### src/rtl/rat_pc_sequencer.sv
// rat_pc_sequencer: program-counter control FSM for the RAT CPU.
// Steps INIT -> FETCH -> EXEC (-> INTERRUPT) and produces the PC, PC-mux,
// stack-pointer, scratch-push and shadow-flag strobes. Owns the interrupt
// enable flag. Only the state and I_FLAG are registered; every strobe is
// decoded combinationally from the current state and the inputs.
module rat_pc_sequencer (
  input  logic       CLK,
  input  logic       RST,
  input  logic [2:0] BR_OP,
  input  logic [1:0] BR_COND,
  input  logic       C_FLAG,
  input  logic       Z_FLAG,
  input  logic       INTR,
  output logic       PC_RST,
  output logic       PC_INC,
  output logic       PC_LD,
  output logic [1:0] PC_MUX_SEL,
  output logic       SP_INCR,
  output logic       SP_DECR,
  output logic       SCR_WE,
  output logic       SCR_DATA_SEL,
  output logic       FLG_SHAD_LD,
  output logic       FLG_SHAD_RESTORE,
  output logic       I_FLAG,
  output logic [1:0] STATE
);

  localparam logic [1:0] ST_INIT  = 2'd0;
  localparam logic [1:0] ST_FETCH = 2'd1;
  localparam logic [1:0] ST_EXEC  = 2'd2;
  localparam logic [1:0] ST_INTR  = 2'd3;

  localparam logic [2:0] OP_NONE   = 3'd0;
  localparam logic [2:0] OP_JMP    = 3'd1;
  localparam logic [2:0] OP_BRANCH = 3'd2;
  localparam logic [2:0] OP_CALL   = 3'd3;
  localparam logic [2:0] OP_RET    = 3'd4;
  localparam logic [2:0] OP_RETI   = 3'd5;
  localparam logic [2:0] OP_SEI    = 3'd6;
  localparam logic [2:0] OP_CLI    = 3'd7;

  localparam logic [1:0] SEL_IMMED  = 2'd0;
  localparam logic [1:0] SEL_STACK  = 2'd1;
  localparam logic [1:0] SEL_VECTOR = 2'd2;

  logic [1:0] state_q, state_d;
  logic       i_flag_q, i_flag_d;

  // Evaluate a BRANCH condition code against the current ALU flags.
  function automatic logic cond_met(input logic [1:0] cond, input logic c, input logic z);
    logic r;
    case (cond)
      2'd0:    r = c;
      2'd1:    r = ~c;
      2'd2:    r = z;
      2'd3:    r = ~z;
      default: r = 1'b0;
    endcase
    return r;
  endfunction

  // Next-state, interrupt-enable and strobe decode; reset overrides everything.
  always_comb begin
    state_d          = state_q;
    i_flag_d         = i_flag_q;
    PC_RST           = 1'b0;
    PC_INC           = 1'b0;
    PC_LD            = 1'b0;
    PC_MUX_SEL       = SEL_IMMED;
    SP_INCR          = 1'b0;
    SP_DECR          = 1'b0;
    SCR_WE           = 1'b0;
    SCR_DATA_SEL     = 1'b0;
    FLG_SHAD_LD      = 1'b0;
    FLG_SHAD_RESTORE = 1'b0;

    if (RST) begin
      // Suppresses any push or load of the current state in this same cycle.
      PC_RST   = 1'b1;
      state_d  = ST_INIT;
      i_flag_d = 1'b0;
    end else begin
      case (state_q)
        ST_INIT: begin
          PC_RST   = 1'b1;
          i_flag_d = 1'b0;
          state_d  = ST_FETCH;
        end
        ST_FETCH: begin
          PC_INC  = 1'b1;
          state_d = ST_EXEC;
        end
        ST_EXEC: begin
          case (BR_OP)
            OP_NONE: begin
              PC_LD = 1'b0;
            end
            OP_JMP: begin
              PC_LD = 1'b1;
            end
            OP_BRANCH: begin
              if (cond_met(BR_COND, C_FLAG, Z_FLAG)) begin
                PC_LD = 1'b1;
              end else begin
                PC_LD = 1'b0;
              end
            end
            OP_CALL: begin
              PC_LD        = 1'b1;
              SCR_WE       = 1'b1;
              SCR_DATA_SEL = 1'b1;
              SP_DECR      = 1'b1;
            end
            OP_RET: begin
              PC_LD      = 1'b1;
              PC_MUX_SEL = SEL_STACK;
              SP_INCR    = 1'b1;
            end
            OP_RETI: begin
              PC_LD            = 1'b1;
              PC_MUX_SEL       = SEL_STACK;
              SP_INCR          = 1'b1;
              FLG_SHAD_RESTORE = 1'b1;
              i_flag_d         = 1'b1;
            end
            OP_SEI: begin
              i_flag_d = 1'b1;
            end
            OP_CLI: begin
              i_flag_d = 1'b0;
            end
            default: begin
              PC_LD = 1'b0;
            end
          endcase
          // Gate on the enable as it stood entering this EXEC, so SEI/RETI
          // take effect at the next boundary and CLI does not cancel a pending one.
          if (INTR && i_flag_q) begin
            state_d = ST_INTR;
          end else begin
            state_d = ST_FETCH;
          end
        end
        ST_INTR: begin
          PC_LD        = 1'b1;
          PC_MUX_SEL   = SEL_VECTOR;
          SCR_WE       = 1'b1;
          SCR_DATA_SEL = 1'b1;
          SP_DECR      = 1'b1;
          FLG_SHAD_LD  = 1'b1;
          i_flag_d     = 1'b0;
          state_d      = ST_FETCH;
        end
        default: begin
          PC_RST   = 1'b1;
          i_flag_d = 1'b0;
          state_d  = ST_INIT;
        end
      endcase
    end
  end

  // State and interrupt-enable registers.
  always_ff @(posedge CLK) begin
    state_q  <= state_d;
    i_flag_q <= i_flag_d;
  end

  assign I_FLAG = i_flag_q;
  assign STATE  = state_q;

endmodule
### config.mk
export PLATFORM = sky130hd
export DESIGN_NAME = rat_pc_sequencer
export DESIGN_NICKNAME = d
export VERILOG_FILES = /design/src/rtl/rat_pc_sequencer.sv
export SDC_FILE = /design/constraint.sdc
export NUM_CORES = 1
export LEC_CHECK = 0
export CAP_MARGIN = 10
export CORE_AREA = 2 2 39 41
export CTS_BUF_LIST = sky130_fd_sc_hd__clkbuf_4 sky130_fd_sc_hd__clkbuf_8 sky130_fd_sc_hd__clkbuf_16
export CTS_CLUSTER_SIZE = 14
export DETAILED_ROUTE_END_ITERATION = 12
export DIE_AREA = 0 0 41 43
export GPL_TIMING_DRIVEN = 0
export PLACE_DENSITY = 0.69
export SYNTH_ARGS = -nofsm -noshare
export SYNTH_HDL_FRONTEND = slang
export SYNTH_SLANG_ARGS = --single-unit
### constraint.sdc
create_clock -name CLK -period 3.2 [get_ports CLK]
set_input_delay 0.32 -clock CLK [delete_from_list [all_inputs] [get_ports CLK]]
set_output_delay 0.32 -clock CLK [all_outputs]
set_load 0.005 [all_outputs]
Yosys cells after proc, flatten, opt, wreduce, memory -nomap -nowiden
Index checks and enable logic that the tools add are counted.
{ "totals": {"wordCells": 57, "regBits": 3, "out_inout_bits": 14} }
{ "op_classes": {"muxes": 30, "reduce_logical": 9, "eq_ne": 14, "n_bitwise": 2} }
{ "op_table": {"columns": ["op", "count"], "rows": [
  ["$mux W1", 20],
  ["$eq A3 B3 Y1 const B", 4],
  ["$pmux W1 S2", 5],
  ["$eq A2 B2 Y1 const B", 4],
  ["$eq A3 B2 Y1 const B", 2],
  ["$pmux W2 S3", 1],
  ["$reduce_or A2 Y1", 3],
  ["$eq A2 B1 Y1 const B", 2],
  ["$logic_not A2 Y1", 2],
  ["$mux W2", 2],
  ["$pmux W1 S4", 1],
  ["$pmux W2 S2", 1],
  ["$reduce_or A4 Y1", 1],
  ["$eq A3 B1 Y1 const B", 1],
  ["$ne A3 B2 Y1 const B", 1],
  ["$not A1 Y1", 2],
  ["$reduce_and A2 Y1", 1],
  ["$reduce_bool A2 Y1", 1],
  ["$logic_and A1 B1 Y1", 1]
]} }

Depth between registers and ports, before layout
{ "depth": {"ltp_word": 9, "mapped_depth": 5, "mapped_depth_nobuf": 4} }

Worst setup path after synthesis
Ideal clock, no wire load.
{ "synth_timing": {"path_kind": "flip-flop to output port", "start": "reg state_q[0], in the netlist STATE[0]", "end": "out FLG_SHAD_RESTORE", "t_required_ps": 2880, "arrival_time_ps": 1119, "stages_incl_launch_ff": 5, "setup_slack_ps": 1761, "cell_sequence": "dfxtp_1 -> inv_1 -> ha_1 -> and4bb_2 -> and2_1"} }
{ "synth_via": {"elab_chain_len": 3} }
{ "synth_lines": {"columns": ["element", "line_no", "text"], "rows": [
  ["start: declaration", "46", "logic [1:0] state_q, state_d;"],
  ["start signal: assignment", "165", "state_q <= state_d;"],
  ["$eq A2 B2 Y1", "83", "case (state_q)"],
  ["$mux W1", "83", null],
  ["$mux W1", "77", "if (RST) begin"],
  ["end: declaration", "23", "output logic FLG_SHAD_RESTORE,"]
]} }
Every way passes these cells.

Worst setup path in the final report
{ "layout_timing": {"start": "in RST", "end": "out SCR_WE"} }
{ "layout_via": {"elab_chain_len": 1} }
{ "layout_lines": {"columns": ["element", "line_no", "text"], "rows": [
  ["start: declaration", "8", "input logic RST,"],
  ["$mux W1", "77", null],
  ["end: declaration", "20", "output logic SCR_WE,"]
]} }
Every way passes these cells.

==> reports/summary.txt <==
Register bit total from synthesis - 3
WL/cell - 9.22 um
Compound-Gate Fraction of Synth Area - 10.4%
Core Area - 1380 um2
CTS Buf Count - 3
Largest family of logic cells by synthesized area - simple AND/OR/NAND/NOR gates
Setup violations, final - 0
ANT cells - 0
Post-route minimum period - 2310 ps
Synth Area in Simple Gates - 34.0%
Io pins - 24
CP Cell Sequence - clkdlybuf4s50_1 -> inv_1 -> nand4_1 -> o21bai_1 -> buf_4 -> clkdlybuf4s50_1
Die Height - 43 um
CP required - 2880 ps
Status - finished clean
CTS tree - done
DR pass1 iterations - 4
Worst reg2reg path depth - 4
Clock latency on the worst-skew pair - 230 ps
P per Cell Area - 343 nW/um2
Hold_ws - 483 ps
Final worst slack - 892 ps
Cell taking the most area after synthesis - ha_1
CP Class - input pin to output pin
Most frequent cells in the layout - clkdlybuf4s50_1 (23), ha_1 (5), clkbuf_4 (4)
Post-Synth XOR/XNOR Area - 0%
FILL cells - 168
Post-route ant nets - 0
Worst-path fanout max - 9
Post-synthesis mux area share - 9.65%
Synth cell types - 20
Initial antenna violation count - 0
Area growth syn-to-layout - 86.5%
Period Utilization, post-route - 72.1%
Top-area cell type share of the netlist area - 19.3%
FMAX - 0.433 GHz
Max-cap violation count - 0
Vias - 358
CP most frequent cell - clkdlybuf4s50_1
Syn. warnings - 0
GRT Overall Usage - 9.53%
# clock sinks - 3
Mean post-synth cell area - 8.10 um2
Placement Cell Area - 574 um2
Initial Utilization - 23.4%
Largest net degree at the start of global routing - 10
Max clock buf depth - 2
Placed insts - 79
Global-route wire length before repair - 1120 um
Gpl congestion - 0.686
Hold bufs inserted after CTS - 0
Initial DRC count - 7
Clk pin slew, worst setup/hold paths - 40 ps
Clock root buffer - clkbuf_4
Slowest-stage cell, CP - clkdlybuf4s50_1
Register area share after synthesis - 18.5%
Main area contributors after synthesis - ha_1 (19%), dfxtp_1 (19%), and4bb_2 (7.7%), mux2i_1 (6.2%), nor2b_1 (5.8%)
Commonest non-fill, non-tap cell in the layout - clkdlybuf4s50_1
Leakage - 0.252 nW
Die W - 41 um
Via-per-instance ratio - 4.31
Mapped cell area - 324 um2
Die area - 1760 um2
Multi-input gate area - 238 um2
H-tree depth - 1
CTS resizes - 0
Hold path depth - 2
Final core occ - 43.7%
Slew headroom - 80.3%
DRC errors left - 0
Final cell count without fillers - 83
Crit start category - input pin
Port bufs - 23
Overall power - 207 uW
FP Rows - 14
Nets@finish - 83
Max stage delay on crit path - 550 ps
Final WL - 765 um
Pre-CTS setup slack - 880 ps
Synth Area in Adders - 19.3%
Global route total overflow - 0
Tightest Pin Transition - 295 ps
Total negative slack - 0 ps
Endpoints failing hold - 0
CP endpoint kind - output pin
Post-CTS Setup Inserts - 0
Final HPWL DP - 590 um
Vias in the first global route - 315
CP arrival - 1990 ps
Reg area - 60.1 um2
Fin area - 604 um2
Fin. max-slew vios - 0
Synth Instances - 40
Worst vdd ir - 194 uV
Share of layout cells above drive strength 1 - 14.9%
RSZ-0062 raised after global routing - no
Worst hold path type - flip-flop to flip-flop
Worst Clk Skew - 1.45 ps
Syn_nets - 55
worst paths after layout:
check	startpoint	endpoint	slack (ps)
worst min register to register	I_FLAG	I_FLAG	480
worst max-delay path	RST	SCR_WE	890
worst max register to register	STATE[0]	I_FLAG	2020
worst min-delay path	I_FLAG	I_FLAG	480
cells in the mapped netlist:
| cell | n |
|---|---|
| nand4_1 | 1 |
| dfxtp_1 | 3 |
| ha_1 | 5 |
| and4bb_2 | 2 |
| nor2b_1 | 3 |
| inv_1 | 3 |
| o21ai_0 | 1 |
| o21bai_1 | 1 |
| nand2_1 | 3 |
| nand2b_1 | 2 |
| nor2_1 | 1 |
| a31oi_1 | 1 |
| nor3_1 | 1 |
| nand3_1 | 3 |
| mux2_2 | 1 |
| mux2i_1 | 2 |
| a21oi_1 | 3 |
| and2_1 | 1 |
| buf_4 | 2 |
| or2_2 | 1 |
cell type report:
cell class | count | share of cell area, %
Multi-Input combinational cell | 32 | 39.3
Buffer | 2 | 2.48
Clock buffer | 4 | 4.97
Timing Repair Buffer | 23 | 38.1
Tap cell | 16 | 3.31
Inverter | 3 | 1.86
Sequential cell | 3 | 9.94
state kept, by name (all words and copies together) (netlist names):
name and count:
I_FLAG 1, STATE 2
worst max-delay path: cells and delay by family:
| family | cells | cell delay [ps] |
|---|---|---|
| AO/OA/AOI/OAI | 1 | 210 |
| AND/OR/NAND/NOR | 1 | 100 |
| buffers and inverters | 4 | 1350 |
metal layers:
metal | up-vias | wire, um | GRT usage, %
li1 | 189 | - | -
met1 | 151 | 318 | 9.94
met2 | 18 | 348 | 14.4
met3 | 0 | 98 | 3.14
met4 | 0 | 0 | 8.00
met5 | - | 0 | 0
where the power goes:
part | total (mW) | internal (mW) | switching, mW
Clock | 0.0748 | 0.0552 | 0.0196
Combinational | 0.0818 | 0.0519 | 0.0298
Sequential | 0.0506 | 0.0440 | 0.00657
kinds of logic after synthesis:
group	count (synthesis)
multiplexers	3
buffers and inverters	5
flip-flops	3
adder cells (fa/ha/maj)	5
AO/OA/AOI/OAI	6
AND/OR/NAND/NOR	18
(Power assumes the default switching activity.)
